File: config.mk
export PLATFORM = sky130hd
export DESIGN_NAME = i2c_slave_byte_flat
export DESIGN_NICKNAME = d
export VERILOG_FILES = /design/src/rtl/i2c_slave_pkg.sv /design/src/rtl/i2c_slave_byte_if.sv /design/src/rtl/i2c_line_sync.sv /design/src/rtl/i2c_slave_byte.sv /design/src/flat_wrapper.sv
export SDC_FILE = /design/constraint.sdc
export NUM_CORES = 1
export LEC_CHECK = 0
export CORE_MARGIN = 2
export CORE_UTILIZATION = 44
export DETAILED_ROUTE_END_ITERATION = 10
export PLACE_DENSITY = 0.64
export SLEW_MARGIN = 20
export SYNTH_ARGS = -nofsm -noshare
export SYNTH_HDL_FRONTEND = slang
export SYNTH_SLANG_ARGS = --single-unit
File: constraint.sdc
create_clock -name clk -period 3.9 [get_ports clk]
set_input_delay 1.17 -clock clk [delete_from_list [all_inputs] [get_ports clk]]
set_output_delay 1.17 -clock clk [all_outputs]
set_load 0.01 [all_outputs]
File: src/rtl/i2c_slave_pkg.sv
// Shared types and constants for the I2C byte target.
// Contents: FSM state enum, ACK/NACK bus levels, field widths, address-match helper.
package i2c_slave_pkg;

  localparam int unsigned BYTE_W = 8;
  localparam int unsigned CNT_W  = 3;
  localparam int unsigned ADDR_W = 7;

  localparam logic I2C_ACK  = 1'b0;
  localparam logic I2C_NACK = 1'b1;

  typedef enum logic [3:0] {
    IDLE,
    ADDR,
    ADDR_ACK,
    WR_DATA,
    WR_ACK,
    RD_LOAD,
    RD_DATA,
    RD_ACK,
    WAIT_STOP
  } state_e;

  // General-call address 0 never matches, even if configured as our own address.
  function automatic logic addr_match(input logic [ADDR_W-1:0] rx_addr,
                                      input logic [ADDR_W-1:0] own_addr);
    return (rx_addr == own_addr) && (rx_addr != '0);
  endfunction

endpackage

File: src/rtl/i2c_slave_byte_if.sv
// Bus and byte-interface bundle of the I2C byte target.
// slave modport : pad levels and rd_data in; sda_oen, write strobe, read request, status out.
// master modport: the environment side (pads, upstream byte source/sink).
interface i2c_slave_byte_if;
  import i2c_slave_pkg::*;

  logic              scl_in;
  logic              sda_in;
  logic              sda_oen;
  logic [BYTE_W-1:0] wr_data;
  logic              wr_en;
  logic              rd_req;
  logic [BYTE_W-1:0] rd_data;
  logic              busy;
  logic              flag_start;
  logic              flag_stop;
  logic              flag_nack;

  modport slave (
    input  scl_in, sda_in, rd_data,
    output sda_oen, wr_data, wr_en, rd_req, busy, flag_start, flag_stop, flag_nack
  );

  modport master (
    output scl_in, sda_in, rd_data,
    input  sda_oen, wr_data, wr_en, rd_req, busy, flag_start, flag_stop, flag_nack
  );

endinterface

File: src/rtl/i2c_line_sync.sv
// Synchronizer plus edge detector for one open-drain line.
// Ports: clk, rst (async, active-high), line_i (pad level),
//        level_o (synchronized level), rise_c / fall_c (one-cycle edge indications).
module i2c_line_sync #(
  parameter int unsigned STAGES = 2
) (
  input  logic clk,
  input  logic rst,
  input  logic line_i,
  output logic level_o,
  output logic rise_c,
  output logic fall_c
);

  logic [STAGES-1:0] sync_q;
  logic              hist_q;

  // Flops reset to 1 (released bus) so reset release shows no false edge on an idle bus.
  always_ff @(posedge clk or posedge rst) begin
    if (rst) begin
      sync_q <= '1;
      hist_q <= 1'b1;
    end else begin
      sync_q <= {sync_q[STAGES-2:0], line_i};
      hist_q <= sync_q[STAGES-1];
    end
  end

  assign level_o = sync_q[STAGES-1];
  assign rise_c  = sync_q[STAGES-1] & ~hist_q;
  assign fall_c  = ~sync_q[STAGES-1] & hist_q;

endmodule

File: src/rtl/i2c_slave_byte.sv
// I2C target with a byte interface: oversamples SCL/SDA, detects START/STOP,
// matches a 7-bit address, ACKs, streams written bytes out and fetches read bytes.
// Ports: clk, rst (async, active-high), bus (i2c_slave_byte_if.slave):
//   scl_in/sda_in pads, sda_oen (0 = pull low), wr_data/wr_en, rd_req/rd_data,
//   busy, flag_start, flag_stop, flag_nack.
module i2c_slave_byte
  import i2c_slave_pkg::*;
#(
  parameter logic [ADDR_W-1:0] SLAVE_ADDR  = 7'h50,
  parameter int unsigned       SYNC_STAGES = 2
) (
  input  logic            clk,
  input  logic            rst,
  i2c_slave_byte_if.slave bus
);

  logic scl_lvl, scl_rise, scl_fall;
  logic sda_lvl, sda_rise, sda_fall;
  logic start_c, stop_c;

  state_e            state_q, state_d;
  logic [CNT_W-1:0]  cnt_q, cnt_d;
  logic              full_q, full_d;
  logic [BYTE_W-1:0] shift_q, shift_d;
  logic              rw_q, rw_d;
  logic              ack_q, ack_d;
  logic              sda_oen_q, sda_oen_d;
  logic [BYTE_W-1:0] wr_data_q, wr_data_d;
  logic              wr_en_q, wr_en_d;
  logic              rd_req_q, rd_req_d;
  logic              busy_q, busy_d;
  logic              flag_start_q, flag_start_d;
  logic              flag_stop_q, flag_stop_d;
  logic              flag_nack_q, flag_nack_d;

  i2c_line_sync #(.STAGES(SYNC_STAGES)) u_scl_sync (
    .clk(clk), .rst(rst), .line_i(bus.scl_in),
    .level_o(scl_lvl), .rise_c(scl_rise), .fall_c(scl_fall)
  );

  i2c_line_sync #(.STAGES(SYNC_STAGES)) u_sda_sync (
    .clk(clk), .rst(rst), .line_i(bus.sda_in),
    .level_o(sda_lvl), .rise_c(sda_rise), .fall_c(sda_fall)
  );

  // SDA moving while SCL is high marks bus conditions rather than data.
  assign start_c = sda_fall & scl_lvl;
  assign stop_c  = sda_rise & scl_lvl;

  // State and output registers.
  always_ff @(posedge clk or posedge rst) begin
    if (rst) begin
      state_q      <= IDLE;
      cnt_q        <= '0;
      full_q       <= 1'b0;
      shift_q      <= '0;
      rw_q         <= 1'b0;
      ack_q        <= I2C_NACK;
      sda_oen_q    <= 1'b1;
      wr_data_q    <= '0;
      wr_en_q      <= 1'b0;
      rd_req_q     <= 1'b0;
      busy_q       <= 1'b0;
      flag_start_q <= 1'b0;
      flag_stop_q  <= 1'b0;
      flag_nack_q  <= 1'b0;
    end else begin
      state_q      <= state_d;
      cnt_q        <= cnt_d;
      full_q       <= full_d;
      shift_q      <= shift_d;
      rw_q         <= rw_d;
      ack_q        <= ack_d;
      sda_oen_q    <= sda_oen_d;
      wr_data_q    <= wr_data_d;
      wr_en_q      <= wr_en_d;
      rd_req_q     <= rd_req_d;
      busy_q       <= busy_d;
      flag_start_q <= flag_start_d;
      flag_stop_q  <= flag_stop_d;
      flag_nack_q  <= flag_nack_d;
    end
  end

  // Next-state and output logic; START/STOP pre-empt any bit activity.
  always_comb begin
    state_d      = state_q;
    cnt_d        = cnt_q;
    full_d       = full_q;
    shift_d      = shift_q;
    rw_d         = rw_q;
    ack_d        = ack_q;
    sda_oen_d    = sda_oen_q;
    wr_data_d    = wr_data_q;
    wr_en_d      = 1'b0;
    rd_req_d     = 1'b0;
    busy_d       = busy_q;
    flag_start_d = 1'b0;
    flag_stop_d  = 1'b0;
    flag_nack_d  = 1'b0;

    if (stop_c) begin
      state_d     = IDLE;
      sda_oen_d   = 1'b1;
      busy_d      = 1'b0;
      flag_stop_d = 1'b1;
    end else if (start_c) begin
      state_d      = ADDR;
      cnt_d        = '0;
      full_d       = 1'b0;
      sda_oen_d    = 1'b1;
      flag_start_d = 1'b1;
    end else begin
      case (state_q)
        ADDR, WR_DATA: begin
          // full_q marks that the 8th bit has been shifted in; act on the following SCL fall.
          if (scl_rise) begin
            shift_d = {shift_q[BYTE_W-2:0], sda_lvl};
            cnt_d   = cnt_q + 3'd1;
            full_d  = (cnt_q == 3'd7);
          end else if (scl_fall && full_q) begin
            full_d = 1'b0;
            cnt_d  = '0;
            if (state_q == ADDR) begin
              rw_d = shift_q[0];
              if (addr_match(shift_q[BYTE_W-1:1], SLAVE_ADDR)) begin
                state_d   = ADDR_ACK;
                sda_oen_d = I2C_ACK;
                busy_d    = 1'b1;
              end else begin
                state_d   = WAIT_STOP;
                sda_oen_d = 1'b1;
                busy_d    = 1'b0;
              end
            end else begin
              wr_data_d = shift_q;
              wr_en_d   = 1'b1;
              sda_oen_d = I2C_ACK;
              state_d   = WR_ACK;
            end
          end
        end
        ADDR_ACK: begin
          if (scl_fall) begin
            if (!rw_q) begin
              state_d   = WR_DATA;
              sda_oen_d = 1'b1;
            end else begin
              rd_req_d = 1'b1;
              state_d  = RD_LOAD;
            end
          end
        end
        WR_ACK: begin
          if (scl_fall) begin
            sda_oen_d = 1'b1;
            state_d   = WR_DATA;
          end
        end
        RD_LOAD: begin
          // Upstream answers rd_req one clock later, so skip the cycle rd_req is high.
          if (!rd_req_q) begin
            shift_d   = bus.rd_data;
            sda_oen_d = bus.rd_data[BYTE_W-1];
            cnt_d     = '0;
            state_d   = RD_DATA;
          end
        end
        RD_DATA: begin
          if (scl_fall) begin
            cnt_d = cnt_q + 3'd1;
            if (cnt_q == 3'd7) begin
              sda_oen_d = 1'b1;
              state_d   = RD_ACK;
            end else begin
              shift_d   = {shift_q[BYTE_W-2:0], 1'b0};
              sda_oen_d = shift_q[BYTE_W-2];
            end
          end
        end
        RD_ACK: begin
          if (scl_rise) begin
            ack_d = sda_lvl;
          end else if (scl_fall) begin
            if (ack_q == I2C_NACK) begin
              flag_nack_d = 1'b1;
              state_d     = WAIT_STOP;
            end else begin
              rd_req_d = 1'b1;
              state_d  = RD_LOAD;
            end
          end
        end
        IDLE, WAIT_STOP: begin
        end
        default: state_d = IDLE;
      endcase
    end
  end

  assign bus.sda_oen    = sda_oen_q;
  assign bus.wr_data    = wr_data_q;
  assign bus.wr_en      = wr_en_q;
  assign bus.rd_req     = rd_req_q;
  assign bus.busy       = busy_q;
  assign bus.flag_start = flag_start_q;
  assign bus.flag_stop  = flag_stop_q;
  assign bus.flag_nack  = flag_nack_q;

endmodule

File: src/flat_wrapper.sv
// flat-port wrapper written by rule: the top's interface ports become plain ports
module i2c_slave_byte_flat import i2c_slave_pkg::*;
#(
  parameter logic [ADDR_W-1:0] SLAVE_ADDR  = 7'h50,
  parameter int unsigned       SYNC_STAGES = 2
)
  (clk, rst, bus_scl_in, bus_sda_in, bus_rd_data, bus_sda_oen, bus_wr_data, bus_wr_en, bus_rd_req, bus_busy, bus_flag_start, bus_flag_stop, bus_flag_nack);
  i2c_slave_byte_if bus_i ();
  input  logic clk;
  input  logic rst;
  input wire logic [$bits(bus_i.scl_in)-1:0] bus_scl_in;
  input wire logic [$bits(bus_i.sda_in)-1:0] bus_sda_in;
  input wire logic [$bits(bus_i.rd_data)-1:0] bus_rd_data;
  output wire logic [$bits(bus_i.sda_oen)-1:0] bus_sda_oen;
  output wire logic [$bits(bus_i.wr_data)-1:0] bus_wr_data;
  output wire logic [$bits(bus_i.wr_en)-1:0] bus_wr_en;
  output wire logic [$bits(bus_i.rd_req)-1:0] bus_rd_req;
  output wire logic [$bits(bus_i.busy)-1:0] bus_busy;
  output wire logic [$bits(bus_i.flag_start)-1:0] bus_flag_start;
  output wire logic [$bits(bus_i.flag_stop)-1:0] bus_flag_stop;
  output wire logic [$bits(bus_i.flag_nack)-1:0] bus_flag_nack;
  assign bus_i.scl_in = bus_scl_in;
  assign bus_i.sda_in = bus_sda_in;
  assign bus_i.rd_data = bus_rd_data;
  assign bus_sda_oen = bus_i.sda_oen;
  assign bus_wr_data = bus_i.wr_data;
  assign bus_wr_en = bus_i.wr_en;
  assign bus_rd_req = bus_i.rd_req;
  assign bus_busy = bus_i.busy;
  assign bus_flag_start = bus_i.flag_start;
  assign bus_flag_stop = bus_i.flag_stop;
  assign bus_flag_nack = bus_i.flag_nack;
  i2c_slave_byte #(.SLAVE_ADDR(SLAVE_ADDR), .SYNC_STAGES(SYNC_STAGES)) u_core (.clk(clk), .rst(rst), .bus(bus_i));
endmodule
---- After elaboration in Yosys (flattened, before gate mapping) ----
Cells that the tools add are included.
word-level totals
  register bits ........................... 39
  input port bits ......................... 12
  output and inout port bits .............. 15
  word-level logic and storage cells ...... 160
cells by class
  add/subtract/negate cells ............... 1
  equal/unequal tests ..................... 30
  muxes and demuxes ....................... 74
  bitwise operators ....................... 14
  reduce and logical (&&, ||, !) cells .... 23
operators with widths
  kind                number
  $mux 4              14
  $mux 1              45
  $mux 8              4
  $ne 4x1->1 const B  7
  $pmux 4 s7          1
  $pmux 8 s3          1
  $mux 3              6
  $eq 4x3->1 const B  4
  $reduce_bool 7->1   2
  $reduce_and 6->1    2
  $reduce_and 10->1   1
  $reduce_and 5->1    2
  $pmux 3 s3          1
  $eq 4x2->1 const B  2
  $ne 2x2->1 const B  4
  $ne 4x2->1 const B  2
  $ne 4x4->1 const B  2
  $not 1->1           8
  $reduce_and 8->1    1
  $reduce_bool 2->1   4
  $eq 7x7->1 const B  1
  $reduce_and 7->1    1
  $and 1x1->1         6
  $ne 3x1->1 const B  2
  15 further kinds    19

---- Logic depth before layout (Yosys ltp) ----
  depth after elaboration ................. 9
  gate-level depth with buffers ........... 6
  depth with buffers taken out ............ 6

---- Cells and area by module ----
A second synthesis with hierarchy kept.
second synthesis, totals
  cell total of the unflattened synthesis .. 199
  area, all modules ....................... 2125.8 um^2
modules (own cells, without submodules)
  module          instances  cells each  area an instance (um^2)  sequential area each (um^2)
  i2c_slave_byte  1          187         1930.6                   828.3
  i2c_line_sync   2          6           97.6                     78.8

---- Worst setup path after synthesis ----
Ideal clock, no wire load.
  path kind ............................... input to register
  start ................................... input port bus_rd_data[0]
  end ..................................... register u_core.shift_q[0]
  setup time .............................. 0.125 ns
  arrival ................................. 1.746 ns
  required time ........................... 3.775 ns
  path slack .............................. 2.029 ns
  stages on the path ...................... 4
  buffers on the path ..................... 0
  cells stage by stage .................... nand2b_1 -> o21ai_0 -> a22o_1 -> mux2_4
on the way
  cells in the longest elaborated chain, start to end .. 2
ends and longest elaborated chain
  element               RTL line               RTL
  from (decl)           flat_wrapper.sv:13     input wire logic [$bits(bus_i.rd_data)-1:0] bus_rd_data;
  $mux 8                i2c_slave_byte.sv:162  if (!rd_req_q) begin
  $pmux 8 s3            i2c_slave_byte.sv:114  case (state_q)
  to (signal assigned)  i2c_slave_byte.sv:71   shift_q <= shift_d;
  to (decl)             i2c_slave_byte.sv:24   logic [BYTE_W-1:0] shift_q, shift_d;
No other way between the ends. The select of a mux whose other input is x is not followed.
A chain may end at the register's enable or synchronous reset.

---- Worst setup path after layout ----
  start ................................... register u_core.sda_oen_q (netlist: u_core.bus.sda_oen)
  end ..................................... output port bus_sda_oen
RTL lines
  element                 RTL line              RTL
  from (decl)             i2c_slave_byte.sv:27  logic sda_oen_q, sda_oen_d;
  from (signal assigned)  i2c_slave_byte.sv:74  sda_oen_q <= sda_oen_d;
  to (decl)               flat_wrapper.sv:14    output wire logic [$bits(bus_i.sda_oen)-1:0] bus_sda_oen;
No word-level cell between the ends.

==> implementation parameters <==
Parameter                              Value

Status
  Status    finished clean

Synthesis
  Register bit count reported by yosys    39
  Main area contributors after synthesis    dfrtp_1 36%, mux2_4 11%, dfstp_2 9.6%
  Synth Net Count    200
  Number of instances in the synthesized netlist    186
  Post-synth design cell area    2180 µm²
  Warnings, synthesis    0
  Most instantiated flip-flop cell in the synthesis netlist    dfrtp_1
  Post-synth EDFFs    0
  Synth area leader    dfrtp_1
  Async set-or-reset flop fraction in the synthesized netlist    1.00
  Count of cell types in the netlist    54
  Post-Synthesis Mean Instance Area    11.7 µm²
  Yosys top cell area share    0.356
  Register area share after synthesis    0.452

Placement
  Final Wtd Congestion    0.860
  HPWL after detailed placement    3220 µm
  PortBufs    26
  Cell area after placement    2480 µm²

Cells and area
  Share of post-route cells with drive strength above 1    0.242
  Finished Core Util    0.538
  Antenna Diode Count    0
  Area Overhead vs Synth    17.4%
  Final instance area    2560 µm²
  Final-layout fill cell count    445
  Final nets    224

Setup path
  Critical path data arrival time    1370 ps
  CP endpoint kind    primary output
  Stage delay of the slowest cell on the critical path    550 ps
  Required @ worst endpoint    2730 ps
  CP cell instances    clkdlybuf4s50_1
  Largest driver fanout on the critical path    2
  Family with the most delay on the worst path    flip-flops
  Category of the most critical setup path    flop to primary output
  Slowest stage cell, crit path    dfstp_2
  Buffers and inverters on the worst path    1
  Kind of launch point of the worst setup path    flop

Pwr
  Part of the power in registers    0.435
  Max rail drop VDD    0.274 mV
  Net switching fraction of the power    0.358
  Combinational power share    0.389
  Clk network pwr share    0.176
  Switching power of the nets    0.000527 W
  Final Total Pwr    0.00147 W
  Cell-internal power    0.000946 W
  Power density of the placed cells    575 nW/µm²
  Lkg Pwr    1.12 nW

Timing
  Final setup violation count    0
  Final critical-path share of the clock period    0.651
  Largest clock skew in the final design    5.77 ps
  Max-Slew Margin vs Limit    0.519
  Slew at the pin closest to its max-slew limit    720 ps
  Unrepaired setup endpoints after global routing    false
  Final hold slack    359 ps
  Crit path time final    2540 ps
  Final hold violation count    0
  Count of final max-slew check failures    0
  TNS Setup    0 ps
  Fmax achieved    0.394 GHz

Clock tree
  Worst-path clk slew    70 ps
  Resized cells post-CTS    0
  Longest Clk Path Bufs    2
  Number of sinks driven by the clock tree    39
  CTS tree    done
  Clk Latency, worst-skew pair    290 ps
  Clk Tree Root Cell    clkbuf_8
  Post-CTS setup buffer count    0
  Post-CTS Hold Fix Bufs    0
  TritonCTS buffer count    5
  Clock H-tree levels    2

Floorplanning
  Core region area    4750 µm²
  Boundary pin count    27
  Standard-cell rows    25
  Die boundary width    74.4 µm
  Starting density of the core    0.459
  Die Span Y    74.4 µm
  Die Footprint    5540 µm²

Detailed routing
  Routed wire per std cell    16.4 µm
  TritonRoute pass-1 iters    4
  Number of DRC violations after detailed routing    0
  Initial DRC count    50
  Post-route ant nets    0
  Wire length after detailed routing    4570 µm
  Average vias per placed instance    5.57
  Via count    1548

GRT
  Wire length of the first global-routing pass    7580 µm
  Pin count of the biggest net entering global routing    24
  Number of global-route vias before repair    1568
  Total GRT Usage    0.181
  GRT Residual Overflow    0
  Number of antenna violations at the first check in global routing    0

Worst hold path
  Path class of the lowest-slack min-delay path    flop to flop

Flow run
  MaxCap Viol Count    0
-- cell usage after synthesis, drive strengths merged (5+ instances only) --
| master | number |
|---|---|
| inv | 6 |
| nand2 | 11 |
| buf | 10 |
| o21ai | 7 |
| nand2b | 6 |
| dfstp | 8 |
| nand3 | 7 |
| nor2 | 8 |
| nand4 | 5 |
| mux2 | 24 |
| nor2b | 5 |
| dfrtp | 31 |
-- flip-flops by register name (all words and copies together), names as in the netlist --
register / count
u_core.cnt_q: 3
u_core.full_q: 1
u_core.bus.flag_stop: 1
u_core.u_sda_sync.hist_q: 1
u_core.u_sda_sync.sync_q: 2
u_core.u_scl_sync.sync_q: 2
u_core.bus.flag_nack: 1
u_core.bus.sda_oen: 1
u_core.rw_q: 1
u_core.bus.busy: 1
u_core.bus.wr_en: 1
u_core.bus.flag_start: 1
u_core.state_q: 4
u_core.bus.wr_data: 8
u_core.ack_q: 1
u_core.shift_q: 8
u_core.bus.rd_req: 1
u_core.u_scl_sync.hist_q: 1
-- layout make-up --
cell class / count / area, µm² / share of cell area
clock buffers: 7 / 76.3 / 0.0298
repair buffers: 28 / 275 / 0.108
multi-input cells: 130 / 1110 / 0.434
well taps: 67 / 83.8 / 0.0327
clock inverters: 1 / 5.00 / 0.00196
flip-flops and latches: 39 / 986 / 0.385
inverters: 6 / 22.5 / 0.00880
-- cell usage in the layout (no fill, tap or decap), drive strengths merged, types with 5 or more instances in the layout --
master | netlist | final
clkbuf | 1 | 7
clkdlybuf4s50 | 0 | 26
dfrtp | 31 | 31
dfstp | 8 | 8
inv | 6 | 6
mux2 | 24 | 24
nand2 | 11 | 11
nand2b | 6 | 6
nand3 | 7 | 7
nand4 | 5 | 5
nor2 | 8 | 8
nor2b | 5 | 5
o21ai | 7 | 7
-- power by group through the flow --
stage / Sequential [W] / Combinational [W] / Clock (W)
2_1_floorplan: 0.000549 / 0.000553 / 0
3_3_place_gp: 0.000642 / 0.000562 / 0
3_5_place_dp: 0.000648 / 0.000573 / 0
5_1_grt: 0.000662 / 0.000625 / 0.000281
6_report: 0.000641 / 0.000573 / 0.000259
4_1_cts: 0.000642 / 0.000575 / 0.000266
-- metal layers --
| layer | track usage | share of wire | vias to the layer above | routed length [µm] |
|---|---|---|---|---|
| li1 | - | - | 735 | - |
| met1 | 0.235 | 0.45 | 769 | 2080 |
| met2 | 0.294 | 0.49 | 35 | 2250 |
| met3 | 0.0325 | 0.034 | 9 | 154 |
| met4 | 0.0813 | 0.018 | 0 | 84 |
| met5 | 0 | 0 | - | 0 |
-- final timing paths --
check | start | to | slack [ps] | depth (start not counted)
max in group asynchronous | rst | u_core.bus.sda_oen | 1780 | 3
min in group asynchronous | rst | u_core.bus.flag_nack | 1310 | 2
setup reg to reg | u_core.state_q[1] | u_core.bus.wr_data[3] | 1560 | 3
hold / removal | u_core.u_scl_sync.sync_q[0] | u_core.u_scl_sync.sync_q[1] | 360 | 0
hold reg to reg | u_core.u_scl_sync.sync_q[0] | u_core.u_scl_sync.sync_q[1] | 360 | 0
setup / recovery | u_core.bus.sda_oen | bus_sda_oen | 1360 | 1
-- kinds of logic after synthesis --
group | share of synthesized area
AOI/OAI and AO/OA | 0.119
xor gates and xnor gates | 0.00803
adders and majority gates | 0.0115
buffers and inverters | 0.0413
DFF | 0.452
muxes | 0.170
and+or+nand+nor | 0.198
-- stage by stage --
step	cells	setup WS, ps
5_1_grt	278	1340
6_report	278	1360
3_3_place_gp	270	1460
4_1_cts	278	1350
3_5_place_dp	270	1400
2_1_floorplan	186	1850
Power figures use the tool's default switching activity.
==> RTL change, RTL diff (config.mk and constraints unchanged) <==
Re-encode `state_e` (9 states) as Gray code, 4 bits wide.
--- a/src/rtl/i2c_slave_pkg.sv
+++ b/src/rtl/i2c_slave_pkg.sv
@@ -10,15 +10,15 @@
   localparam logic I2C_NACK = 1'b1;
 
   typedef enum logic [3:0] {
-    IDLE,
-    ADDR,
-    ADDR_ACK,
-    WR_DATA,
-    WR_ACK,
-    RD_LOAD,
-    RD_DATA,
-    RD_ACK,
-    WAIT_STOP
+    IDLE      = 4'b0000,
+    ADDR      = 4'b0001,
+    ADDR_ACK  = 4'b0011,
+    WR_DATA   = 4'b0010,
+    WR_ACK    = 4'b0110,
+    RD_LOAD   = 4'b0111,
+    RD_DATA   = 4'b0101,
+    RD_ACK    = 4'b0100,
+    WAIT_STOP = 4'b1100
   } state_e;
 
   // General-call address 0 never matches, even if configured as our own address.
Function: no difference found for any inputs over 10 cycles, from zero or initial values and one cycle with rst high; not proved beyond that.
==> RTL change against the unedited design <==
- routed wire length decreased by 0.15%
- sequential share of layout area increased by 0.85 points
- global-route usage about the same
- power increased by 2.1%
- count of clock-buffer cells in the layout unchanged
- sequential cell count unchanged
- setup slack improved by 0.017 ns
- synthesized area decreased by 1.8%
- design area decreased by 2.2%
==> RTL change: results (changes against the unedited design) <==
The flow ran to the end, and the final reports show no timing, DRC or antenna violations. The gate count of the mapped netlist was 192 (+3.2%); the worst reg-to-reg setup slack was 1.46 ns (-0.10 ns). The post-route fraction of the period consumed by the critical path is 64.63% (-0.44 points), and the multi-input combinational area share is 42.31% (-1.1 points). The total internal power came out at 0.9381 mW (-0.83%).

The tools report the final non-filler cell total as 284 (+2.2%). The areal power density over the cells is 600.5 nW/µm² (+4.4%), and the sequential cell area fraction in the yosys report is 46.03% (+0.82 points). The leakage dissipation is 1.156 nW (+2.7%).

By area the synthesized netlist is led by sky130_fd_sc_hd__dfrtp_1 36%, sky130_fd_sc_hd__mux2_4 11%, sky130_fd_sc_hd__dfstp_2 9.8%, sky130_fd_sc_hd__nand2_1 5.6%, sky130_fd_sc_hd__a21oi_1 1.6%. The logs give 0.008662 ns (+0.002897 ns) for the setup skew after layout and 3270 µm (+1.5%) for the half-perimeter wire length after placement. The total routing resource utilization after global routing is 18.08% (+0.024 points), and the standard cell area after detailed placement is 2424 µm² (-2.2%). The path with the worst hold slack has its endpoint at u_core.u_sda_sync.sync_q[1]$_DFF_PP1_.

The fill cell instance count of the final layout is 415 (-6.7%), and the placeable core area is 4723 µm² (-0.66%). The tools report the launching point of the worst reg2reg path as u_core.state_q[3]$_DFFE_PP0P_. The violation count after the first detailed-routing iteration was 96 (+92%). The layout inverter count without the clock tree is 7 (+1). The tools report the net total in the final layout as 230 (+2.7%). For the multi-input logic area, the log shows 1060 µm² (-4.6%). The startpoint of the tightest hold check path was u_core.u_sda_sync.sync_q[0]$_DFF_PP1_. The tools report the proportion of power drawn by combinational gates as 40.6% (+1.7 points).

The ratio of routed vias to standard cells is 5.377 (-3.4%).
[RTL change: cell count changes in the layout (fill, tap and decap cells not counted), sizes merged, moves of 3 or more]
cell	change
a21oi	+4
a22oi	-3
mux2	-5
mux2i	-4
nand2	+21
nand2b	-4
nand3	-3
nand4	-5
nor3	+4
o211ai	+3
[RTL change: metal layers]
metal  wire (µm)  vias up  part of all wire [%]  GRT usage (%)
met5           0        -                     0              0
met4          78        0                   1.7          7.071
met3         213        6                   4.7          3.841
met2        2217       44                    49          28.87
met1        2053      745                    45          23.94
li1            -      732                     -              -
[RTL change: kinds of logic (layout without fill, tap and decap cells)]
group / count (synthesis) / count (layout) / share of synthesized area, %
multiplexers: 19 / 19 / 12.79
buffers and inverters: 17 / 42 / 4.498
flip-flops: 39 / 39 / 46.03
adder cells (fa/ha/maj): 2 / 2 / 1.168
AND/OR/NAND/NOR: 78 / 78 / 21.44
XOR/XNOR: 3 / 3 / 1.577
AO/OA/AOI/OAI: 34 / 34 / 12.50
